==> src/rtl/pi_lock_sequencer.sv <==
// Lock-acquisition sequencer for the PIG_v3 phase servo: IDLE -> ACQUIRE -> LOCKED, with FAULT/relock.
// Optional KI ramp on lock entry is built only when PI_SEQ_RAMP_EN is defined.
module pi_lock_sequencer #(
  parameter int INPUT_WIDTH   = 14,
  parameter int SETTLE_CYCLES = 1024,
  parameter int UNLOCK_CYCLES = 16,
  parameter int ACQ_TIMEOUT   = 1 << 20,
  parameter int RST_HOLD      = 8,
  parameter int RAMP_CYCLES   = 256,
  parameter int CNT_WIDTH     = 24
) (
  input  logic                          clk,
  input  logic                          rst,
  input  logic                          enable,
  input  logic signed [INPUT_WIDTH-1:0] PV,
  input  logic        [INPUT_WIDTH-1:0] lock_thresh,
  input  logic        [INPUT_WIDTH-1:0] unlock_thresh,
  input  logic signed [7:0]             kp_acq,
  input  logic signed [7:0]             ki_acq,
  input  logic signed [7:0]             kg_acq,
  input  logic signed [7:0]             kp_lock,
  input  logic signed [7:0]             ki_lock,
  input  logic signed [7:0]             kg_lock,
  input  logic                          kg_sign_cfg,
  output logic signed [7:0]             KP,
  output logic signed [7:0]             KI,
  output logic signed [7:0]             KG,
  output logic                          KGSign,
  output logic                          pi_rst,
  output logic                          locked,
  output logic [1:0]                    state,
  output logic [15:0]                   relock_count
);

  localparam logic [1:0] ST_IDLE    = 2'd0;
  localparam logic [1:0] ST_ACQUIRE = 2'd1;
  localparam logic [1:0] ST_LOCKED  = 2'd2;
  localparam logic [1:0] ST_FAULT   = 2'd3;

  // Terminal values: a transition fires on the edge where the counter already holds N-1.
  localparam logic [CNT_WIDTH-1:0] SETTLE_LAST  = CNT_WIDTH'(SETTLE_CYCLES - 1);
  localparam logic [CNT_WIDTH-1:0] UNLOCK_LAST  = CNT_WIDTH'(UNLOCK_CYCLES - 1);
  localparam logic [CNT_WIDTH-1:0] TIMEOUT_LAST = CNT_WIDTH'(ACQ_TIMEOUT - 1);
  localparam logic [CNT_WIDTH-1:0] HOLD_LAST    = CNT_WIDTH'(RST_HOLD - 1);

  logic [1:0]             state_n;
  logic [CNT_WIDTH-1:0]   settle_cnt, settle_n;
  logic [CNT_WIDTH-1:0]   timeout_cnt, timeout_n;
  logic [CNT_WIDTH-1:0]   unlock_cnt, unlock_n;
  logic [CNT_WIDTH-1:0]   hold_cnt, hold_n;
  logic signed [7:0]      kp_n, ki_n, kg_n;
  logic [15:0]            relock_n;
  logic [INPUT_WIDTH-1:0] pv_mag;
  logic                   in_lock;
  logic                   over_unlock;

  // Unsigned magnitude: the most negative PV maps to 2^(INPUT_WIDTH-1) instead of wrapping.
  assign pv_mag      = PV[INPUT_WIDTH-1] ? $unsigned(-PV) : $unsigned(PV);
  assign in_lock     = (pv_mag <= lock_thresh);
  assign over_unlock = (pv_mag > unlock_thresh);

  // NOTE: every signal driven here gets a default first, so no path can infer a latch.
  always_comb begin
    state_n   = state;
    settle_n  = '0;
    timeout_n = '0;
    unlock_n  = '0;
    hold_n    = '0;
    if (!enable) begin
      state_n = ST_IDLE;
    end else begin
      case (state)
        ST_IDLE: state_n = ST_ACQUIRE;
        ST_ACQUIRE: begin
          if (in_lock && (settle_cnt == SETTLE_LAST)) begin
            state_n = ST_LOCKED;
          end else if (timeout_cnt == TIMEOUT_LAST) begin
            state_n = ST_FAULT;
          end else begin
            settle_n  = in_lock ? settle_cnt + 1'b1 : '0;
            timeout_n = timeout_cnt + 1'b1;
          end
        end
        ST_LOCKED: begin
          if (over_unlock && (unlock_cnt == UNLOCK_LAST)) begin
            state_n = ST_FAULT;
          end else begin
            unlock_n = over_unlock ? unlock_cnt + 1'b1 : '0;
          end
        end
        ST_FAULT: begin
          if (hold_cnt == HOLD_LAST) begin
            state_n = ST_ACQUIRE;
          end else begin
            hold_n = hold_cnt + 1'b1;
          end
        end
        default: state_n = ST_IDLE;
      endcase
    end
  end

`ifdef PI_SEQ_RAMP_EN
  localparam logic [CNT_WIDTH-1:0] RAMP_LAST = CNT_WIDTH'(RAMP_CYCLES - 1);

  logic [CNT_WIDTH-1:0] ramp_cnt, ramp_n;
  logic signed [7:0]    ki_ramp;

  // KI itself is the ramp accumulator; entering LOCKED reloads it from ki_acq.
  always_comb begin
    ramp_n  = '0;
    ki_ramp = ki_acq;
    if ((state == ST_LOCKED) && (state_n == ST_LOCKED)) begin
      if (ramp_cnt == RAMP_LAST) begin
        if (KI < ki_lock) begin
          ki_ramp = KI + 8'sd1;
        end else if (KI > ki_lock) begin
          ki_ramp = KI - 8'sd1;
        end else begin
          ki_ramp = KI;
        end
      end else begin
        ramp_n  = ramp_cnt + 1'b1;
        ki_ramp = KI;
      end
    end
  end

  always_ff @(posedge clk or posedge rst) begin
    if (rst) begin
      ramp_cnt <= '0;
    end else begin
      ramp_cnt <= ramp_n;
    end
  end
`endif

  always_comb begin
    kp_n = '0;
    ki_n = '0;
    kg_n = '0;
    case (state_n)
      ST_ACQUIRE: begin
        kp_n = kp_acq;
        ki_n = ki_acq;
        kg_n = kg_acq;
      end
      ST_LOCKED: begin
        kp_n = kp_lock;
`ifdef PI_SEQ_RAMP_EN
        ki_n = ki_ramp;
`else
        ki_n = ki_lock;
`endif
        kg_n = kg_lock;
      end
      default: ;
    endcase
  end

  always_comb begin
    relock_n = relock_count;
    if ((state_n == ST_FAULT) && (state != ST_FAULT) && (relock_count != 16'hFFFF)) begin
      relock_n = relock_count + 16'd1;
    end
  end

  // NOTE: sequential state uses non-blocking assignments so every register samples pre-edge values.
  always_ff @(posedge clk or posedge rst) begin
    if (rst) begin
      state        <= ST_IDLE;
      settle_cnt   <= '0;
      timeout_cnt  <= '0;
      unlock_cnt   <= '0;
      hold_cnt     <= '0;
      KP           <= '0;
      KI           <= '0;
      KG           <= '0;
      KGSign       <= 1'b0;
      pi_rst       <= 1'b1;
      locked       <= 1'b0;
      relock_count <= '0;
    end else begin
      state        <= state_n;
      settle_cnt   <= settle_n;
      timeout_cnt  <= timeout_n;
      unlock_cnt   <= unlock_n;
      hold_cnt     <= hold_n;
      KP           <= kp_n;
      KI           <= ki_n;
      KG           <= kg_n;
      KGSign       <= kg_sign_cfg;
      pi_rst       <= (state_n == ST_IDLE) || (state_n == ST_FAULT);
      locked       <= (state_n == ST_LOCKED);
      relock_count <= relock_n;
    end
  end

endmodule

==> config.mk <==
export PLATFORM = sky130hd
export DESIGN_NAME = pi_lock_sequencer
export DESIGN_NICKNAME = d
export VERILOG_FILES = /design/src/rtl/pi_lock_sequencer.sv
export SDC_FILE = /design/constraint.sdc
export NUM_CORES = 1
export LEC_CHECK = 0
export ABC_AREA = 1
export BUFFER_PORTS_ARGS = -buffer_cell sky130_fd_sc_hd__buf_2
export CORE_MARGIN = 2
export CORE_UTILIZATION = 58
export CTS_CLUSTER_DIAMETER = 30
export DETAILED_ROUTE_END_ITERATION = 8
export PLACE_DENSITY = 0.82
export SLEW_MARGIN = 20
export SYNTH_ARGS = -nofsm -noshare
export SYNTH_HDL_FRONTEND = slang
export SYNTH_SLANG_ARGS = --single-unit
==> constraint.sdc <==
create_clock -name clk -period 5.4 [get_ports clk]
set_input_delay 0.27 -clock clk [delete_from_list [all_inputs] [get_ports clk]]
set_output_delay 0.27 -clock clk [all_outputs]
set_load 0.1 [all_outputs]
=== Word level (Yosys, flattened, before mapping) ===
Cells that the tools add are included.

* $add $sub $neg: 6
* Order comparisons: 2
* Equality and inequality tests: 12
* Muxes and demuxes: 26
* Reductions and logical operators: 7

{| class="wikitable"
|+ Operators by type and width
! operator !! count
|-
| two-way mux 24 bit || 16
|-
| adder 24 x 1 -> 24 bit, second input constant || 4
|-
| case mux 8 bit (2 select lines) || 3
|-
| equality test 24 x 10 -> 1 bit, second input constant || 1
|-
| equality test 24 x 20 -> 1 bit, second input constant || 1
|-
| equality test 24 x 3 -> 1 bit, second input constant || 1
|-
| equality test 24 x 4 -> 1 bit, second input constant || 1
|-
| adder 16 x 1 -> 16 bit, second input constant || 1
|-
| != test 16 bit, second input constant || 1
|-
| greater-than comparator 14 bit || 1
|-
| <= comparator 14 bit || 1
|-
| two-way mux 14 bit || 1
|-
| negator 14 bit || 1
|-
| two-way mux 2 bit || 5
|-
| equality test 2 bit, second input constant || 4
|-
| case mux 2 bit (4 select lines) || 1
|-
| equality test 2 x 1 -> 1 bit, second input constant || 2
|-
| logical AND 1 bit || 4
|-
| zero test 2 bit || 2
|-
| != test 2 bit, second input constant || 1
|-
| logical OR 1 bit || 1
|}

* Flip-flop bits (word level): 141
* Output and inout port bits: 45

=== Depth between registers and ports, before layout ===
Gate-level depths: netlist (run 1).

* Depth after elaboration: 10
* Gate-level depth with buffers: 28
* Mapped depth without buffers: 27

=== Least setup slack after synthesis (run 1) ===
No wires, ideal clock.

* Path type: input -> register
* Start: input PV[0]
* End: register relock_count[5]
* Setup time: 0.129 ns
* Arrival: 3.288 ns
* Data required time: 5.271 ns
* Slack: 1.983 ns
* Cell stages on the path: 26
* Path buffers: 1
* Cells stage by stage: inv_1 ha_1 inv_1 nor4_1 nand3_1 o21ai_0 xnor2_1 ha_1 nand2_1 nor2_2 inv_2 nor2_4 nand2_1 nand2_1 nand2_2 buf_6 nand3_1 nand3_1 inv_1 ha_1 inv_1 nor2_1 nand2_1 nor2_1 nand3_1 xor2_1

* Word-level cells in the longest chain between the ends: 10

{| class="wikitable"
|+ RTL lines
! item !! RTL line !! text
|-
| start, declared || 15 || <nowiki>input logic signed [INPUT_WIDTH-1:0] PV,</nowiki>
|-
| negator 14 bit || 58 || <nowiki>assign pv_mag = PV[INPUT_WIDTH-1] ? $unsigned(-PV) : $unsigned(PV);</nowiki>
|-
| two-way mux 14 bit (*) || 58 ||
|-
| greater-than comparator 14 bit or <= comparator 14 bit (tied branches) || 60, 59 ||
|-
| logical AND 1 bit, on equally long branches || 85, 75 ||
|-
| two-way mux 2 bit, on equally long branches || 85, 75 ||
|-
| case mux 2 bit (4 select lines) (*) || 72 || <nowiki>case (state)</nowiki>
|-
| two-way mux 2 bit (*) || 69 || <nowiki>if (!enable) begin</nowiki>
|-
| named net state_n[0] || 46 || <nowiki>logic [1:0] state_n;</nowiki>
|-
| equality test 2 bit (*) || 163 || <nowiki>if ((state_n == ST_FAULT) && (state != ST_FAULT) && (relock_count != 16'hFFFF)) begin</nowiki>
|-
| logical AND 1 bit (*) (2 in a row) || 163 ||
|-
| end signal, assigned || 195 || <nowiki>relock_count <= relock_n;</nowiki>
|-
| end, declared || 32 || <nowiki>output logic [15:0] relock_count</nowiki>
|}

The timed path passes the listed nets; every way through them passes the cells marked *.
A chain may end at the register's enable or synchronous reset.

=== Worst setup path in the final report (run 1) ===
Same ends and word-level chain as after synthesis.

==> metrics.yaml, run 1 <==
status:
  status: "finished, final reports clean"
worst_setup_path:
  cpPeakStageDelay_ns: 0.33
  critPathCaptureType: "flip-flop"
  timing.rr.start: "unlock_cnt[0]"
  reg2reg_setup_slack_ns: 2.16
  worst-setup-path-type: "in2reg"
  cp.depth: 26
  cpMostUsedCell: "nand2_1"
  cp-start-kind: "primary input"
  cp.arrival_ns: 4.26
  path_buf_inv: 5
  critPathLaunch: "PV[0]"
  reg2regPathDepth: 16
  required_ns: 5.70
  crit_path_end: "relock_count[5]"
  worstPathMaxFanout: 12
  slowest_stage: "nor2_1"
  rr_endpoint: "relock_count[5]"
  crit_family: "simple AND/OR/NAND/NOR gates"
synth:
  synth_seq_area_share_pct: 40.6
  syn-num-nets: 1290
  synth-seq-cells: 141
  yosysWarningCount: 0
  syn_inst: 1158
  ys_types: 39
  synth.top_cells.by_count: "nand2_1, nor2_1, inv_1"
  synth_area_per_cell_um2: 7.50
  synth.most_common_cell: "nand2_1"
  synth_area_um2: 8680
  synth_edf_count: 0
  synth_async_sr_flop_share_pct: 100
  dominantRegCellSynth: "dfrtp_1"
  yosysTopAreaCell: "dfrtp_1"
  synth_top_area_share_pct: 40.3
  synthTopCellsByArea: "dfrtp_1, nand2_1, nor2_1"
finish:
  area_growth_syn_to_layout_pct: 16.3
  final-seq-area_um2: 3530
  finalNetCount: 1432
  drive_gt1_share_pct: 16.9
  fin_util_pct: 69.2
  multi_input_area_um2: 4460
  nFillCells: 1189
  n_antenna_cell: 0
cts:
  cts_max_level: 4
  post_cts_resized: 0
  path_clk_slew_ns: 0.06
  postCtsSetupBuffers: 0
  clkLatencyLatePin_ns: 0.42
  cts_root_buffer: "clkbuf_16"
  clock_sinks: 141
  cts_tree: "yes"
  cts_buffers: 17
  cts.path.max_buffers: 2
detailed_routing:
  wl_per_cell_um: 13.0
  viasPerCell: 5.25
  vias: 7859
  drtPass1Iterations: 5
  ant_nets: 0
  wl_um: 19400
  first_iter_violations: 558
  drc: 0
die:
  num_io_pins: 139
  fp-row-count: 44
  fp.dieH_um: 126
  start_util_pct: 59.5
  core_um2: 14600
  die_x_um: 126
  die_area_um2: 16000
sta:
  slew_violations: 0
  skew_ns: 0.00739
  setup_viol_count_final: 0
  final.period_utilization_pct: 73.3
  slew-limit-headroom_pct: 43.4
  timing_hold_violations_final: 0
  rsz0062_at_grt: "no"
  max_freq_mhz: 253
  final.setup.tns_ns: 0
  period_needed_ns: 3.96
  worst_slew_pin_slew_ns: 0.849
global_route:
  grt_max_degree: 77
  antenna_found_initial: 0
  grt_pass1_wl_um: 33300
  grt_overflow_total: 0
  grt_pass1_vias: 7467
  grtUsageTotal_pct: 25.1
power:
  p_per_area_nw_per_um2: 244
  p_leak_nw: 4.97
  ir_worst_vdd_uv: 242
worst_hold_path:
  hold_class: "in2reg"
place:
  dp_hpwl_um: 14300
  place.gp.congestion: 0.948
  port_buffers: 138
flow_run:
  max_cap_violations: 0
## registers in the layout, indices dropped and copies added (netlist names)
signal and flops:
unlock_cnt 24, pi_rst 1, KP 8, KI 8
hold_cnt 24, locked 1, KG 8, timeout_cnt 24
settle_cnt 24, relock_count 16, state 2, KGSign 1
## area by class of cell
class	instances	share of cell area (%)
flip-flops and latches	141	35.0
repair buffers	141	7.11
clock buffers	18	4.25
well taps	184	2.28
clock inverters	14	1.35
inverters	157	5.89
multi-input cells	842	44.2
## report_power, final
| group | leakage (nW) | total, mW | internal (mW) | switching [mW] |
|---|---|---|---|---|
| combinational | 2.77 | 0.277 | 0.0785 | 0.198 |
| sequential | 1.93 | 1.07 | 1.07 | 0.00487 |
| clock | 0.278 | 1.12 | 0.642 | 0.477 |
## how the worst min path moves through the flow
stage	from	to	slack, ns	depth (start not counted)
floorplan	kg_sign_cfg	KGSign	0.30	0
global placement	kg_sign_cfg	KGSign	0.38	1
detailed placement	kg_sign_cfg	KGSign	0.38	1
CTS	kg_lock[2]	KG[2]	0.07	3
global route	kg_lock[5]	KG[5]	0.09	3
finish	kp_lock[5]	KP[5]	0.08	3
## logic make-up after synthesis
family / synth area share (%)
xor+xnor: 7.87
simple gates: 33.5
buf+inv: 8.01
fa+ha+maj: 5.47
flops: 40.6
compound gates: 4.47
## tightest hold or removal path: stages
cell	delay, ns
buf_2	0.09
nand2_1	0.05
a21oi_1	0.05
## cells in the final DEF, fill, tap and decap left out, types with 4 or more instances in the layout
master | Yosys | routed
a21oi_1 | 47 | 47
buf_2 | 4 | 138
clkbuf_16 | 0 | 17
clkinv_4 | 0 | 5
dfrtp_1 | 140 | 140
ha_1 | 38 | 38
inv_1 | 152 | 151
inv_2 | 5 | 5
nand2_1 | 274 | 274
nand2_2 | 4 | 4
nand3_1 | 69 | 69
nand3b_1 | 4 | 4
nand4_1 | 32 | 32
nor2_1 | 177 | 177
nor2_2 | 29 | 29
nor3_1 | 27 | 27
nor3b_1 | 4 | 4
nor4_1 | 14 | 14
o21ai_0 | 22 | 22
xnor2_1 | 22 | 22
xor2_1 | 56 | 56
## repair_timing
action                                  4_1_cts  5_1_grt
endpoints found under the hold margin        75        0
hold buffers                                  2        0
endpoints found under the setup margin        0        0
## through the flow
stage / hold WS, ns / instances / area, um^2 / power [mW] / setup slack, ns
global placement: 0.379 / 1463 / 9510 / 1.36 / 1.23
floorplan: 0.301 / 1158 / 8680 / 1.29 / 1.35
global route: 0.0862 / 1497 / 10100 / 2.57 / 0.988
detailed placement: 0.380 / 1463 / 9510 / 1.37 / 1.03
finish: 0.0821 / 1497 / 10100 / 2.47 / 1.44
CTS: 0.0676 / 1497 / 10100 / 2.49 / 1.45
## metal layers
layer  up-vias  wire (um)  share of wire, %  GRT usage [%]
li1       3957          -                 -              -
met1      3603       8650                45           33.7
met2       269       9060                47           41.2
met3        30       1380               7.1           5.90
met4         0        305               1.6           6.79
met5         -          0                 0              0
No activity file was read; power rests on OpenSTA's default activity.
==> run 2, diff against run 1 <==
clock period = 3.9 ns   (was 5.4 ns; I/O delays follow)
==> run 2 against run 1 <==
Sequential share of layout area decreased by 0.78 points. Global-route usage increased by 1.4 points. Critical path depth decreased by 5. Highest routed layer unchanged. Via count increased by 1.4%. Critical endpoint is now KG[1]. Design area increased by 2.3%. Core utilization increased by 1.6 points. Setup slack got worse by 1.1 ns. Non-clock buffer count increased by 22. Sequential power increased by 38%. Total power increased by 42%. First-iteration DRC count decreased by 3.9%.
==> metrics.yaml, run 2 (same netlist as run 1, synthesis figures left out) <==
worst_setup_path:
  cp-start-kind: "primary input"
  critPathLaunch: "PV[1]"
  critPathCaptureType: "flip-flop"
  timing.rr.start: "timeout_cnt[0]"
  worstPathMaxFanout: 25
  slowest_stage: "ha_1"
  worstPathCellList: "buf_2 > inv_1 > ha_1 > inv_1 > nor4_1 > nand3_1 > o21ai_1 > xnor2_1 > ha_1 > nand2_1 > inv_1 > nand3_1 > nor2_1 > nand4_1 > nand3_1 > nand2_1 > nand3_1 > inv_1 > buf_4 > ha_1 > a21oi_1"
  worst-setup-path-type: "in2reg"
  required_ns: 4.17
  crit_family: "simple AND/OR/NAND/NOR gates"
  reg2reg_setup_slack_ns: 0.85
  cpPeakStageDelay_ns: 0.80
  rr_endpoint: "relock_count[13]"
  cp.arrival_ns: 3.82
  reg2regPathDepth: 16
  path_buf_inv: 6
sta:
  slew_violations: 0
  final.setup.tns_ns: 0
  finalWorstSetupSlack_ns: 0.347
  timing.hold.ws_ns: 0.0143
  worst_slew_pin_slew_ns: 0.933
  slew-limit-headroom_pct: 37.7
  max_freq_mhz: 281
  setup_viol_count_final: 0
  period_needed_ns: 3.55
  rsz0062_at_grt: "no"
  skew_ns: 0.0100
  final.period_utilization_pct: 91.1
  timing_hold_violations_final: 0
global_route:
  grtUsageTotal_pct: 26.5
  grt_overflow_total: 0
  antenna_found_initial: 0
  grt_max_degree: 100
  grt_pass1_wl_um: 34900
  grt_pass1_vias: 7845
die:
  core_um2: 14600
  num_io_pins: 139
  fp-row-count: 44
  start_util_pct: 59.5
  die_x_um: 126
  die_area_um2: 16000
  fp.dieH_um: 126
worst_hold_path:
  worstHoldEndpoint: "KI[3]"
  hold_depth: 3
  hold_class: "in2reg"
  min_from: "ki_lock[3]"
detailed_routing:
  drtPass1Iterations: 5
  ant_nets: 0
  wl_per_cell_um: 13.3
  drc: 0
  first_iter_violations: 536
  vias: 7966
  viasPerCell: 5.24
  wl_um: 20200
finish:
  final_cell_mix: "nand2_1, nor2_1, inv_1, dfrtp_1, buf_2"
  n_antenna_cell: 0
  finalNetCount: 1454
  final_common_cell: "nand2_1"
  drive_gt1_share_pct: 17.4
  area_growth_syn_to_layout_pct: 18.9
power:
  p_per_area_nw_per_um2: 339
  ir_worst_vdd_uv: 329
  p_leak_nw: 5.06
  total_power_mw: 3.50
cts:
  cts_max_level: 4
  cts_buffers: 17
  clock_sinks: 141
  cts_tree: "yes"
  cts.path.max_buffers: 2
  cts_root_buffer: "clkbuf_16"
  clkLatencyLatePin_ns: 0.43
  path_clk_slew_ns: 0.06
flow_run:
  max_cap_violations: 0
place:
  place.gp.congestion: 0.943
  port_buffers: 138
  post-place-ws_ns: -0.121
  dp_hpwl_um: 14700
status:
  status: "finished, final reports clean"
==> run 2: how the worst max path moves through the flow <==
stage | to | slack (ns) | cells after the start
after floorplan | relock_count[5] | 0.56 | 26
after global placement | relock_count[5] | 0.12 | 26
after detailed placement | relock_count[13] | -0.12 | 26
after CTS | relock_count[13] | 0.25 | 26
after global routing | relock_count[2] | 0.05 | 27
final | KG[1] | 0.35 | 21
==> run 2: final cells by class <==
cell class / instances / area (um^2)
Clock inverter: 11 / 134
Sequential cell: 141 / 3530
Clock buffer: 21 / 450
Tap cell: 184 / 230
Timing Repair Buffer: 163 / 926
Inverter: 157 / 593
Multi-Input combinational cell: 842 / 4460
Fill cell: 1180 / 4260
==> run 2: per-layer routing <==
metal  track usage [%]  up-vias  part of all wire [%]
met3              6.83       31                   7.2
met2              43.1      291                    47
li1                  -     4004                     -
met4              9.18        0                   1.9
met1              34.7     3640                    43
met5                 0        -                     0
==> run 2: through the flow <==
| step | std cells | instance area (um^2) | utilization, % |
|---|---|---|---|
| finish | 1519 | 10300 | 70.8 |
| global route | 1519 | 10300 | 70.8 |
| CTS | 1518 | 10300 | 70.7 |
| detailed placement | 1473 | 9600 | 65.8 |
| global placement | 1473 | 9600 | 65.8 |
| floorplan | 1158 | 8690 | - |
==> run 2: power breakdown <==
part,switching [mW],internal [mW]
Combinational,0.281,0.123
Clock,0.642,0.965
Sequential,0.00622,1.48
Total,0.929,2.57
==> run 2: worst min-delay path, stage by stage <==
cell	delay [ns]
buf_2	0.09
nand2_1	0.06
a21oi_1	0.05
==> run 2: what timing repair did <==
action                     4_1_cts  5_1_grt
hold endpoints to repair        51        1
resized for setup                0        3
setup endpoints to repair        0        3
setup buffers                    0        0
hold buffers                    13        1
==> run 3, diff against run 2 <==
CORE_UTILIZATION = 62   (was 58)
PLACE_DENSITY = 0.86   (was 0.82)
REMOVE_ABC_BUFFERS = 1   (was not set)
clock period = 4.4 ns   (was 3.9 ns; I/O delays follow)
==> run 3 against run 2 <==
Clock power down 12%. The run now ends with negative hold slack left. Flip-flop and latch count unchanged. Critical endpoint is now relock_count[5]. Critical path type unchanged. Critical path depth is 5 higher.
==> metrics.yaml, run 3 (same netlist as run 1, synthesis figures left out) <==
worst_setup_path:
  required_ns: 4.71
  critPathCaptureType: "flip-flop"
  crit_family: "simple AND/OR/NAND/NOR gates"
  path_buf_inv: 6
  cp.arrival_ns: 4.09
  slowest_stage: "nor2_1"
  cp-start-kind: "primary input"
  cpPeakStageDelay_ns: 0.30
  worstPathMaxFanout: 7
  worst-setup-path-type: "in2reg"
power:
  ir_worst_vdd_uv: 278
  p_per_area_nw_per_um2: 303
  total_power_mw: 3.08
  p_leak_nw: 5.00
cts:
  cts_root_buffer: "clkbuf_16"
  path_clk_slew_ns: 0.06
  cts_buffers: 17
  cts.path.max_buffers: 2
  clock_sinks: 141
  cts_max_level: 4
  postCtsSetupBuffers: 0
  clkLatencyLatePin_ns: 0.43
  cts_tree: "yes"
global_route:
  grt_overflow_total: 0
  grt_max_degree: 107
  grtUsageTotal_pct: 27.8
  grt_pass1_wl_um: 33400
  antenna_found_initial: 0
  grt_pass1_vias: 7541
finish:
  final_common_cell: "nand2_1"
  final_cell_mix: "nand2_1, nor2_1, inv_1, dfrtp_1, buf_2"
  nFillCells: 1033
  drive_gt1_share_pct: 17.2
  area_growth_syn_to_layout_pct: 16.8
  finalNetCount: 1436
  n_antenna_cell: 0
detailed_routing:
  first_iter_violations: 513
  drtPass1Iterations: 5
  ant_nets: 0
  viasPerCell: 5.26
  wl_um: 20000
  vias: 7881
  wl_per_cell_um: 13.4
  drc: 0
flow_run:
  max_cap_violations: 0
sta:
  timing.hold.ws_ns: -0.0150
  slew_violations: 0
  timing_hold_violations_final: 10
  max_freq_mhz: 264
  final.period_utilization_pct: 85.9
  skew_ns: 0.00858
  slew-limit-headroom_pct: 37.5
  period_needed_ns: 3.78
  setup_viol_count_final: 0
  worst_slew_pin_slew_ns: 0.938
  final.setup.tns_ns: 0
  rsz0062_at_grt: "no"
die:
  fp.dieH_um: 122
  start_util_pct: 63.1
  core_um2: 13800
  die_x_um: 122
  fp-row-count: 43
  num_io_pins: 139
  die_area_um2: 15000
place:
  dp_hpwl_um: 15000
  place.gp.congestion: 0.937
  port_buffers: 138
worst_hold_path:
  hold_class: "in2async"
status:
  violations: "negative hold slack"
  status: "finished, violations left"
## run 3: cell types whose count changed in the layout (fill, tap and decap cells not counted), moves of 2 or more
cell           delta
dlygate4sd3_1    -13
clkinvlp_4        -5
buf_4             -4
clkinv_2          +3
inv_6             +3
clkbuf_1          -2
nor2_1            +2
nor2_2            -2
## run 3: power by group
group	total, mW	switching, mW	internal, mW
clock	1.42	0.573	0.845
combinational	0.342	0.244	0.0979
sequential	1.32	0.00604	1.31
total	3.08	0.823	2.25
## run 3: worst reg2reg max path, cell delays in order, from the launching register on
cell and delay, ns:
dfrtp_1 0.41, ha_1 0.29, nand3_1 0.19, nor2_1 0.16
nand2_1 0.07, nor2_1 0.18, nand3_1 0.21, nand2_1 0.15
nand3_1 0.15, inv_1 0.14, ha_1 0.15, inv_1 0.04
nor2_1 0.16, nand2_1 0.21, nor2_1 0.30, nand3_1 0.16
xor2_1 0.17
## run 3: metal layers
metal / track usage, % / part of all wire (%) / wire length [um]
met1: 35.3 / 43 / 8660
met2: 46.1 / 47 / 9460
met3: 7.30 / 7.0 / 1410
met4: 9.63 / 2.3 / 467
met5: 0 / 0 / 0
## run 3: path summary, 6_finish.rpt
kind | startpoint | end | slack [ns] | cells after the start
worst max-delay path | PV[0] | relock_count[5] | 0.62 | 26
worst min-delay path | rst | settle_cnt[14] | -0.01 | 2
worst min register to register | timeout_cnt[0] | timeout_cnt[0] | 0.46 | 1
worst max register to register | unlock_cnt[0] | relock_count[5] | 1.17 | 16
max in group asynchronous | rst | pi_rst | 3.42 | 3
min in group clk | kp_lock[1] | KP[1] | 0.02 | 3
## run 3: layout make-up
cell class | instances | area, um^2 | area share (%)
Clock buffer | 18 | 429 | 4.23
Sequential cell | 141 | 3530 | 34.8
Multi-Input combinational cell | 842 | 4460 | 44.0
Inverter | 157 | 594 | 5.86
Clock inverter | 14 | 156 | 1.54
Timing Repair Buffer | 145 | 746 | 7.35
Tap cell | 180 | 225 | 2.22
## run 3: per-stage QoR
| step | setup WS (ns) | cells | area [um^2] | hold slack (ns) | util, % |
|---|---|---|---|---|---|
| after floorplan | 0.400 | 1140 | 8580 | 0.251 | - |
| after global placement | 0.422 | 1464 | 9540 | 0.328 | 69.3 |
| after detailed placement | 0.230 | 1464 | 9540 | 0.330 | 69.3 |
| after CTS | 0.638 | 1497 | 10100 | 0.0208 | 73.6 |
| after global routing | 0.170 | 1497 | 10100 | 0.0230 | 73.6 |
| final | 0.619 | 1497 | 10100 | -0.0150 | 73.6 |
## run 3: what timing repair did
| item | in CTS | in global routing |
|---|---|---|
| hold buffers | 1 | 0 |
| resized for setup | 0 | 0 |
| hold endpoints to repair | 1 | 0 |
